`config.mk`:
```
export PLATFORM = sky130hd
export DESIGN_NAME = square_dispatch
export DESIGN_NICKNAME = d
export VERILOG_FILES = /design/src/rtl/square_dispatch.sv
export SDC_FILE = /design/constraint.sdc
export NUM_CORES = 1
export LEC_CHECK = 0
export ABC_AREA = 1
export CAP_MARGIN = 20
export CORE_AREA = 2 2 100 102
export DETAILED_ROUTE_END_ITERATION = 6
export DIE_AREA = 0 0 102 104
export HOLD_SLACK_MARGIN = 0.1
export PLACE_DENSITY = 0.69
export RECOVER_POWER = 100
export REMOVE_ABC_BUFFERS = 1
export SYNTH_ARGS = -nofsm -noshare
export SYNTH_HDL_FRONTEND = slang
export SYNTH_SLANG_ARGS = --single-unit
```
`constraint.sdc`:
```
create_clock -name clk_in -period 2.74 [get_ports clk_in]
set_clock_uncertainty 0.1 [all_clocks]
set_input_delay 0.411 -clock clk_in [delete_from_list [all_inputs] [get_ports clk_in]]
set_output_delay 0.411 -clock clk_in [all_outputs]
set_load 0.1 [all_outputs]
```
`src/rtl/square_dispatch.sv`:
```
`default_nettype none
// ============================================================================
//  Module   : square_dispatch
//  Purpose  : Initiator for the single-job worker handshake (ready/busy/valid).
//             Accepts operands from an upstream valid/ready stream, launches
//             one job at a time on the worker, holds the operand stable until
//             the result returns, and queues results in a show-ahead FIFO for
//             a downstream valid/ready consumer.
//  Ports    : clk_in, rst_n_in (async, active-low)
//             in_valid_in / in_data_in / in_ready_out   upstream operand stream
//             wk_ready_out / wk_value_out               start + operand to worker
//             wk_busy_in / wk_valid_in / wk_result_in   worker status and result
//             out_valid_out / out_data_out / out_ready_in  result stream (FIFO)
//             err_out                                   sticky watchdog error
//  Options  : define SQD_TIMEOUT_EN to build the worker watchdog
//             (TIMEOUT_CYCLES); otherwise err_out is tied low and the
//             dispatcher waits indefinitely for the worker.
//  Revision : 1.0  initial release
// ============================================================================
module square_dispatch #(
    parameter int WIDTH          = 16,
    parameter int RWIDTH         = 16,
    parameter int DEPTH          = 4,
    parameter int TIMEOUT_CYCLES = 64
) (
    input  logic              clk_in,
    input  logic              rst_n_in,
    input  logic              in_valid_in,
    input  logic [WIDTH-1:0]  in_data_in,
    output logic              in_ready_out,
    output logic              wk_ready_out,
    output logic [WIDTH-1:0]  wk_value_out,
    input  logic              wk_busy_in,
    input  logic              wk_valid_in,
    input  logic [RWIDTH-1:0] wk_result_in,
    output logic              out_valid_out,
    output logic [RWIDTH-1:0] out_data_out,
    input  logic              out_ready_in,
    output logic              err_out
);

    localparam int c_AW = $clog2(DEPTH);
    localparam int c_CW = c_AW + 1;

    typedef enum logic [1:0] {
        ST_IDLE  = 2'd0,
        ST_START = 2'd1,
        ST_WAIT  = 2'd2
    } state_t;

    state_t            r_state;
    state_t            w_state_next;
    logic [WIDTH-1:0]  r_value;
    logic [RWIDTH-1:0] r_mem [DEPTH];
    logic [c_AW-1:0]   r_wr_ptr;
    logic [c_AW-1:0]   r_rd_ptr;
    logic [c_CW-1:0]   r_count;

    logic w_inflight;
    logic w_space;
    logic w_accept;
    logic w_push;
    logic w_pop;
    logic w_abort;
    logic w_tmo_hit;

    // A job in START/WAIT owns a reserved FIFO slot, so a result push can
    // never overflow. A pop in the current cycle is deliberately not credited.
    assign w_inflight = (r_state != ST_IDLE);
    assign w_space    = (int'(r_count) + int'(w_inflight)) < DEPTH;

    // Gated by the reset pin so the upstream sees no readiness while reset
    // is held, even though the registers already read as IDLE/empty.
    assign in_ready_out = rst_n_in && (r_state == ST_IDLE) && w_space;
    assign w_accept     = in_valid_in && in_ready_out;

    assign wk_ready_out = (r_state == ST_START);
    assign wk_value_out = r_value;

    assign out_valid_out = (r_count != '0);
    assign out_data_out  = out_valid_out ? r_mem[r_rd_ptr] : '0;
    assign w_pop         = out_valid_out && out_ready_in;

    // ------------------------------------------------------------------
    // FSM
    // ------------------------------------------------------------------
    always_ff @(posedge clk_in or negedge rst_n_in) begin
        if (!rst_n_in) begin
            r_state <= ST_IDLE;
        end else begin
            r_state <= w_state_next;
        end
    end

    always_comb begin
        w_state_next = r_state;
        w_push       = 1'b0;
        w_abort      = 1'b0;
        case (r_state)
            ST_IDLE: begin
                if (w_accept) begin
                    w_state_next = ST_START;
                end
            end
            ST_START: begin
                if (w_tmo_hit) begin
                    w_abort      = 1'b1;
                    w_state_next = ST_IDLE;
                end else if (wk_busy_in) begin
                    w_state_next = ST_WAIT;
                end
            end
            ST_WAIT: begin
                // A result arriving on the watchdog's last cycle still wins.
                if (wk_valid_in) begin
                    w_push       = 1'b1;
                    w_state_next = ST_IDLE;
                end else if (w_tmo_hit) begin
                    w_abort      = 1'b1;
                    w_state_next = ST_IDLE;
                end
            end
            default: begin
                w_state_next = ST_IDLE;
            end
        endcase
    end

    // Operand is captured only on accept, so it stays put for the whole job.
    always_ff @(posedge clk_in or negedge rst_n_in) begin
        if (!rst_n_in) begin
            r_value <= '0;
        end else if (w_accept) begin
            r_value <= in_data_in;
        end
    end

    // ------------------------------------------------------------------
    // Result FIFO (show-ahead)
    // ------------------------------------------------------------------
    always_ff @(posedge clk_in) begin
        if (w_push) begin
            r_mem[r_wr_ptr] <= wk_result_in;
        end
    end

    always_ff @(posedge clk_in or negedge rst_n_in) begin
        if (!rst_n_in) begin
            r_wr_ptr <= '0;
            r_rd_ptr <= '0;
            r_count  <= '0;
        end else begin
            if (w_push) begin
                r_wr_ptr <= r_wr_ptr + 1'b1;
            end
            if (w_pop) begin
                r_rd_ptr <= r_rd_ptr + 1'b1;
            end
            case ({w_push, w_pop})
                2'b10:   r_count <= r_count + 1'b1;
                2'b01:   r_count <= r_count - 1'b1;
                default: r_count <= r_count;
            endcase
        end
    end

    // ------------------------------------------------------------------
    // Optional worker watchdog
    // ------------------------------------------------------------------
`ifdef SQD_TIMEOUT_EN
    localparam int c_TMO_W = $clog2(TIMEOUT_CYCLES + 1);

    logic [c_TMO_W-1:0] r_tmo_cnt;
    logic               r_err;

    // Abort fires on the edge where the count would reach TIMEOUT_CYCLES,
    // i.e. after exactly TIMEOUT_CYCLES cycles spent in START/WAIT.
    assign w_tmo_hit = w_inflight && (r_tmo_cnt == c_TMO_W'(TIMEOUT_CYCLES - 1));
    assign err_out   = r_err;

    always_ff @(posedge clk_in or negedge rst_n_in) begin
        if (!rst_n_in) begin
            r_tmo_cnt <= '0;
            r_err     <= 1'b0;
        end else begin
            if (w_accept) begin
                r_tmo_cnt <= '0;
            end else if (w_inflight) begin
                r_tmo_cnt <= r_tmo_cnt + 1'b1;
            end
            if (w_abort) begin
                r_err <= 1'b1;
            end
        end
    end
`else
    assign w_tmo_hit = 1'b0;
    assign err_out   = 1'b0;
`endif

endmodule
`default_nettype wire

```
==> impl_results.md <==
- GPL Wtd Cong: roughly 0.75
- Hold crit path type: register to register
- Most used DFF post-synth: edfxtp_1
- Antenna-violating nets left: 0
- Synthesized area per cell: between 10 and 15 um^2
- CTS Sinks: 89
- DRC: 0
- Final worst path period share: 0.9264
- Slew HR: 0.1036
- Root Buffer Master: clkbuf_8
- Gate Count Post-Synth: 388
- Total Routed Length: 7486 um
- Placed cell area: about 5100 um^2
- First-pass GRT wire length: 12570 um
- Final hold slack: around 0.38 ns
- Outcome: complete, no violations
- Share of async-settable or async-resettable flops after synthesis: 0.2809
- Endpoints failing hold: 0
- Starting Density: 0.4413
- Maximum achievable frequency: roughly 390 MHz
- Crit path DAT: 2.03 ns
- Fraction of layout cells with a size suffix above 1: 0.1692
- Max FO, Critical Path: 35
- I/O Pins: 74
- Most common cell after layout, fill and taps aside: inv_1
- Final setup vio count: 0
- Initial antenna violation count: 0
- Number of flops mapped to enable cells by yosys: 64
- Top post-synthesis cells by area: edfxtp_1 46%, dfrtp_1 15%, inv_1 8.5%
- Global route total overflow: 0
- Post-CTS setup buffers: 0
- Highest-count cells in the layout ignoring fill and taps: 96 x inv_1, 79 x nand2_1, 64 x edfxtp_1
- Die height: 104 um
- Slowest CP cell: buf_4
- Starting DRT DRC Count: a little over 80
- Worst skew pair latency: about 0.34 ns
- Worst-Margin Slew: about 1.3 ns
- Detailed Place HPWL: 5043 um
- Top cell type's share of synthesized area: 0.4561
- Syn. warnings: 0
- Number of max-cap violations: 0
- Worst setup EP type: output pin
- WL per Instance: 12.48 um
- Global Route Usage Sum: 0.1530
- CP cell instances: buf_4, inv_4, nand2_1, nand3_1, a21oi_1, buf_12
- Num CTS Buffers: 9
- Seq cells post-synth: 89
- Nature of the critical path startpoint: register
- Yosys cell types: 29
- Final Critical Period: 2.538 ns
- Area leader, netlist: edfxtp_1
- Die area: 10610 um^2
- Pins Over Slew Limit: 0
- Mapped Area: roughly 4200 um^2
- Die width: 102 um
- Design Area, Final: roughly 5100 um^2
- RSZ-0062 raised after global routing: no
- Pre-antenna DRT Iters: 4
- Maximum clock insertion buffer count: 2
- Area added between synthesis and finish: 21.76%
- Num rows: 36
- Clock transition at path regs: about 0.09 ns
- Setup TNS: 0 ns
- Htree depth: 3
- Post-CTS sizing: 0
- Seq/Total Area, Yosys: 0.6045
- Number of global-route vias before repair: about 2800
- Vias: between 2000 and 3000
- Port Buffers: 72
- Nets: slightly above 500
- # diodes: 0
- Setup CP Type: register to output pin
- CTS tree: done
- Largest stage delay on the critical path: 0.35 ns
- Largest net degree at the start of global routing: 36
- CORE AREA: 9549 um^2
- Vias/cell: between 4 and 5
- WP data required: 2.23 ns
- Hold Buf Count CTS: 0
-- area by class of cell --
cell class	count	area [um^2]
fill	875	4418
sequential	89	2547
multi-input combinational	185	1023
timing repair buffer	78	787.0
inverter	99	381.6
tap	133	166.4
clock buffer	9	123.9
clock inverter	7	101.3
-- path summary, 6_finish.rpt --
path	slack (ns)	to	cells past startpoint	start
max in group asynchronous	0.93	wk_value_out[3]$_DFFE_PN0P_	2	rst_n_in
min	0.38	r_count[0]$_DFFE_PN0P_	1	r_count[0]$_DFFE_PN0P_
max reg2reg	0.50	r_mem[1][14]$_DFFE_PP_	4	r_state[0]$_DFFE_PN0P_
min reg2reg	0.38	r_count[0]$_DFFE_PN0P_	1	r_count[0]$_DFFE_PN0P_
min in group asynchronous	0.82	wk_value_out[0]$_DFFE_PN0P_	2	rst_n_in
max	0.20	out_data_out[2]	6	r_rd_ptr[0]$_DFFE_PN0P_
-- logic make-up after synthesis --
group           Yosys count  synth area share
simple gates            138            0.1728
buf+inv                 114            0.1238
flops                    89            0.6045
compound gates           37           0.07215
fa+ha+maj                 6           0.01960
xor+xnor                  3          0.006236
other cells               1         0.0008899
-- sequential cells by signal, indices dropped and copies added, names as in the netlist --
name,count
r_wr_ptr,2
r_count,3
wk_value_out,16
r_mem,64
r_rd_ptr,2
r_state,2
-- cells in the mapped netlist, types with 4 or more instances --
cell      number
a21oi_2       14
ha_1           5
buf_6         10
buf_2          4
nor2_1         6
o21ai_2       17
nand2_2       24
dfrtp_1       25
nand2_1       68
inv_1         95
nand3_2       14
nand3_1       20
edfxtp_1      64
-- worst max-delay path: cells and delay by family, from the launching register on --
kind	cells	cell delay (ns)
and+or+nand+nor	2	0.19
buffers and inverters	3	0.82
AOI/OAI and AO/OA	1	0.32
DFF	1	0.34
-- routing by layer --
| layer | track usage | vias up | part of all wire |
|---|---|---|---|
| li1 | - | 1350 | - |
| met5 | 0 | - | 0 |
| met4 | 0.04000 | 0 | 0.0095 |
| met2 | 0.2477 | 75 | 0.47 |
| met3 | 0.05376 | 9 | 0.071 |
| met1 | 0.1952 | 1246 | 0.45 |
-- per-stage QoR --
step / instances / utilization / setup WS, ns
2_1_floorplan: 373 / - / -1.122
3_3_place_gp: 584 / 0.5373 / 0.5987
3_5_place_dp: 584 / 0.5373 / 0.5537
4_1_cts: 600 / 0.5609 / 0.2402
5_1_grt: 600 / 0.5373 / 0.03297
6_report: 600 / 0.5373 / 0.2017
Power is left out: the tool's default activity adds up to more than one toggle a clock period on the data nets, which glitch-free logic cannot reach.
